--- src/rtl/produto_escalar_stream.sv ---
// produto_escalar_stream: streaming dot product with a registered multiply stage
// followed by a wrapping accumulator and a sticky overflow flag.
module produto_escalar_stream #(
    parameter int DATA_W = 32,
    parameter int LEN    = 8,
    parameter int ACC_W  = 2*DATA_W + $clog2(LEN) + 1
) (
    input  logic                     clk_i,
    input  logic                     rst_i,
    input  logic                     iniciar,
    input  logic                     abortar,
    input  logic [$clog2(LEN+1)-1:0] comprimento,
    input  logic                     modo_sinal,
    input  logic [DATA_W-1:0]        a_i,
    input  logic [DATA_W-1:0]        b_i,
    input  logic                     in_valid,
    output logic                     in_ready,
    output logic                     ocupado,
    output logic                     concluido,
    output logic [ACC_W-1:0]         resultado,
    output logic                     estouro
);
    localparam int CW = $clog2(LEN+1);
    localparam int PW = 2*DATA_W;

    typedef enum logic [1:0] {PARADO, CALCULANDO, ESVAZIANDO, FEITO} estado_t;

    estado_t           estado_q;
    logic [CW-1:0]     len_q, cnt_q, len_d;
    logic              sinal_q, prod_vld_q, estouro_q;
    logic [PW-1:0]     prod_q, prod_d;
    logic [ACC_W-1:0]  acc_q, prod_sx, prod_ext;
    logic [ACC_W:0]    soma;
    logic              aceita, ovf;

    always_comb begin
        len_d    = (comprimento > CW'(LEN)) ? CW'(LEN) : comprimento;
        aceita   = (estado_q == CALCULANDO) && in_valid;
        // Operands are extended per mode so one 2W-bit multiplier serves both modes.
        prod_d   = {{DATA_W{sinal_q & a_i[DATA_W-1]}}, a_i} * {{DATA_W{sinal_q & b_i[DATA_W-1]}}, b_i};
        prod_sx  = ACC_W'($signed(prod_q));
        prod_ext = sinal_q ? prod_sx : ACC_W'(prod_q);
        soma     = {1'b0, acc_q} + {1'b0, prod_ext};
        ovf      = sinal_q ? (acc_q[ACC_W-1] == prod_ext[ACC_W-1]) && (soma[ACC_W-1] != acc_q[ACC_W-1])
                           : soma[ACC_W];
    end

    always_ff @(posedge clk_i) begin
        if (rst_i) begin
            estado_q   <= PARADO;
            len_q      <= '0;
            cnt_q      <= '0;
            sinal_q    <= 1'b0;
            prod_q     <= '0;
            prod_vld_q <= 1'b0;
            acc_q      <= '0;
            estouro_q  <= 1'b0;
        end else if (abortar) begin
            estado_q   <= PARADO;
            prod_vld_q <= 1'b0;
            acc_q      <= '0;
            estouro_q  <= 1'b0;
        end else begin
            prod_vld_q <= aceita;
            if (aceita)
                prod_q <= prod_d;
            if (prod_vld_q) begin
                acc_q <= soma[ACC_W-1:0];
                if (ovf)
                    estouro_q <= 1'b1;
            end
            case (estado_q)
                PARADO: if (iniciar) begin
                    len_q     <= len_d;
                    sinal_q   <= modo_sinal;
                    cnt_q     <= '0;
                    acc_q     <= '0;
                    estouro_q <= 1'b0;
                    estado_q  <= (len_d == '0) ? FEITO : CALCULANDO;
                end
                CALCULANDO: if (in_valid) begin
                    cnt_q <= cnt_q + CW'(1);
                    if (cnt_q == len_q - CW'(1))
                        estado_q <= ESVAZIANDO;
                end
                ESVAZIANDO: estado_q <= FEITO;
                FEITO: if (!iniciar)
                    estado_q <= PARADO;
                default: estado_q <= PARADO;
            endcase
        end
    end

    assign in_ready  = estado_q == CALCULANDO;
    assign ocupado   = (estado_q == CALCULANDO) || (estado_q == ESVAZIANDO);
    assign concluido = estado_q == FEITO;
    assign resultado = acc_q;
    assign estouro   = estouro_q;
endmodule

--- config.mk ---
export PLATFORM = sky130hd
export DESIGN_NAME = produto_escalar_stream
export DESIGN_NICKNAME = d
export VERILOG_FILES = /design/src/rtl/produto_escalar_stream.sv
export SDC_FILE = /design/constraint.sdc
export NUM_CORES = 2
export LEC_CHECK = 0
export ABC_AREA = 0
export BUFFER_PORTS_ARGS = -buffer_cell sky130_fd_sc_hd__buf_2
export CAP_MARGIN = 5
export CORE_MARGIN = 2
export CORE_UTILIZATION = 35
export DETAILED_ROUTE_END_ITERATION = 7
export GPL_TIMING_DRIVEN = 0
export PLACE_DENSITY = 0.53
export SETUP_SLACK_MARGIN = 0.3
export SLEW_MARGIN = 15
export SYNTH_ARGS = -nofsm -noshare
export SYNTH_HDL_FRONTEND = slang
export SYNTH_SLANG_ARGS = --single-unit
--- constraint.sdc ---
create_clock -name clk_i -period 9.6 [get_ports clk_i]
set_input_delay 0.48 -clock clk_i [delete_from_list [all_inputs] [get_ports clk_i]]
set_output_delay 0.48 -clock clk_i [all_outputs]
set_load 0.05 [all_outputs]
==> results.py <==
metrics = {
    "clocking": {
        "clk_pin_slew_ns": 0.07,
        "cts.sinks": 145,
        "clock_latency_ns": 0.45,
        "cts_tree": "yes",
        "htreeDepth": 4,
        "hold_buffers": 0,
        "cts.root.buffer_cell": "clkbuf_16",
        "cts_buffers": 17,
        "cts_buffer_depth": 2,
    },
    "finish": {
        "syn2layout_area_growth_pct": 8.19,
        "final_nets": 7009,
        "fin_cells": 7324,
        "drive_above_1_share_pct": 5.29,
    },
    "critical_path": {
        "start_kind": "primary input",
        "cp_num_buf_inv": 7,
        "worst-setup-path-type": "in2reg",
        "critPathMaxFanout": 10,
        "cp_top_family": "adder cells",
        "crit_top_cell": "fa_1",
        "cp_slowest_cell": "clkdlybuf4s15_1",
        "cp_slowest_stage_delay_ns": 0.85,
        "critPathRequiredTime_ns": 9.93,
        "arrival_ns": 9.47,
        "end_kind": "flip-flop",
    },
    "sta": {
        "hold_viol": 0,
        "worst_slew_pin_slew_ns": 1.36,
        "drv_slew": 0,
        "rsz0062_at_grt": "true",
        "fin_skew_ns": 0.0130,
        "setup_slack_ns": 0.467,
        "tns_ns": 0,
        "finalCriticalPeriod_ns": 9.13,
        "relSlewSlack_pct": 9.00,
        "fmax_mhz": 109,
        "finalCritPeriodShare_pct": 95.1,
        "setup_viol": 0,
    },
    "routing": {
        "drt-initial-drc-count": 3109,
        "drc_errors": 0,
        "routed_wl_mm": 190,
        "wire_per_inst_um": 26.0,
        "dr_total_vias": 38400,
        "routed_via_density": 5.24,
        "ant_nets": 0,
        "firstDrtPassIters": 5,
    },
    "floorplanning": {
        "dieArea_um2": 138000,
        "rows": 134,
        "start_util_pct": 35.4,
        "die_h_um": 372,
        "io_pins": 146,
        "core_um2": 134000,
        "die_w_um": 372,
    },
    "logic_synthesis": {
        "synth_area_leader_cell": "fa_1",
        "async_flop_share_pct": 0,
        "ys_seq_area_share_pct": 6.13,
        "syn_inst": 5350,
        "synth_top_area_share_pct": 47.6,
        "synth_nets": 6836,
        "synth.avg_cell_area_um2": 8.85,
        "synth_cell_types": 91,
        "yosysWarnings": 0,
        "synth_area_um2": 47400,
        "synthFlopType": "dfxtp_1",
        "synthTopCellsByArea": "fa_1, inv_1, ha_1, nand2_1, dfxtp_1",
        "ys_ff_latch": 145,
        "synth_edf_count": 0,
    },
    "grt": {
        "grt-ovfl-total": 0,
        "grt_pass1_wl_mm": 276,
        "antenna_found_initial": 27,
        "grt_usage_pct": 27.8,
        "grt_pass1_vias": 39800,
        "grt_max_degree": 18,
    },
    "flow_run": {
        "cap_violations": 0,
    },
    "placement": {
        "place_inst": 7263,
        "io_buffers": 143,
        "dp_hpwl_mm": 160,
        "dp_slack_ns": -1.32,
        "gp_congestion": 1.02,
    },
    "run_status": {
        "status": "completed",
    },
    "worst_hold_path": {
        "hp-class": "in2reg",
    },
}
[cells in the mapped netlist (all sizes together), types with 51 or more instances]
cell type / n
nand3: 51
dfxtp: 145
fa: 1126
inv: 1144
nand2: 858
ha: 286
and2: 395
nor2: 163
a21oi: 207
xnor2: 93
a21o: 61
clkbuf: 270
o21ai: 81
[through the flow]
step	hold WS, ns	area [µm²]	utilization, %
final	0.337	51200	38.3
after global routing	0.337	51200	38.3
after CTS	0.317	51000	38.2
after detailed placement	0.452	50300	37.6
after global placement	0.449	50300	37.6
after floorplan	0.429	47400	-
[sequential cells by signal, summed over array words and instances (netlist names)]
signal / cells
len_q: 4
prod_vld_q: 1
estouro: 1
prod_q: 64
sinal_q: 1
resultado: 68
estado_q: 2
cnt_q: 4
[kinds of logic (layout without fill, tap and decap cells)]
kind of cell               Yosys count  after routing  synth area share (%)
and+or+nand+nor                   1639           1639                  16.2
buffers and inverters             1433           1619                  11.5
adders and majority gates         1412           1412                  55.2
AOI/OAI and AO/OA                  543            543                  7.57
DFF                                145            145                  6.13
xor gates and xnor gates           129            129                  2.39
muxes                               49             49                  1.04
other                                0             20                     0
[layout make-up]
cell class / instances / area (µm²)
well taps: 1768 / 2210
inverters: 1145 / 4310
clock buffers: 18 / 439
clock inverters: 14 / 169
diodes: 20 / 50.0
fillers: 13900 / 82600
multi-input cells: 3772 / 39100
plain buffers: 288 / 1180
repair buffers: 154 / 838
flip-flops and latches: 145 / 2900
[worst min-delay path, stage by stage]
cell and delay [ns]:
buf_2 0.08, mux2i_1 0.06, nor2_1 0.12
[worst paths after layout]
path                    from         end  slack (ns)  cells past startpoint
hold / removal    modo_sinal     sinal_q        0.34                      3
setup / recovery     b_i[10]  prod_q[62]        0.47                     26
hold reg to reg   prod_q[10]  prod_q[10]        0.46                      2
setup reg to reg     sinal_q  prod_q[61]        0.55                     32
[routing by layer]
metal  wire length, µm  up-vias  GRT usage, %
li1                  -    16400             -
met1             77100    19900          36.8
met2             86800     1700          44.2
met3             15300      371          4.57
met4             11000        8          13.4
met5                63        -             0
[layout by cell type, fill, tap and decap left out, drive strengths merged, types with 14 or more instances in the layout]
| cell | synthesis | routed |
|---|---|---|
| clkbuf | 270 | 285 |
| a211oi | 34 | 34 |
| a21o | 61 | 61 |
| buf | 17 | 173 |
| diode | 0 | 20 |
| nand4 | 27 | 27 |
| mux2i | 47 | 47 |
| o21bai | 33 | 33 |
| o21ai | 81 | 81 |
| nor2b | 16 | 16 |
| and2 | 395 | 395 |
| dfxtp | 145 | 145 |
| nor3 | 27 | 27 |
| nand3 | 51 | 51 |
| and3 | 40 | 40 |
| fa | 1126 | 1126 |
| o211ai | 14 | 14 |
| ha | 286 | 286 |
| o21a | 17 | 17 |
| nand2 | 858 | 858 |
| a31oi | 17 | 17 |
| nor2 | 163 | 163 |
| xor2 | 36 | 36 |
| a21oi | 207 | 207 |
| inv | 1144 | 1151 |
| xnor2 | 93 | 93 |
[timing repair]
item                                    in CTS  in global routing
gates resized for setup                     20                 37
endpoints found under the setup margin      22                 12
pin swaps                                    5                  9
setup buffers                                6                  2
Power is left out: the tool's default activity adds up to more than one toggle a clock period on the data nets, which glitch-free logic cannot reach.
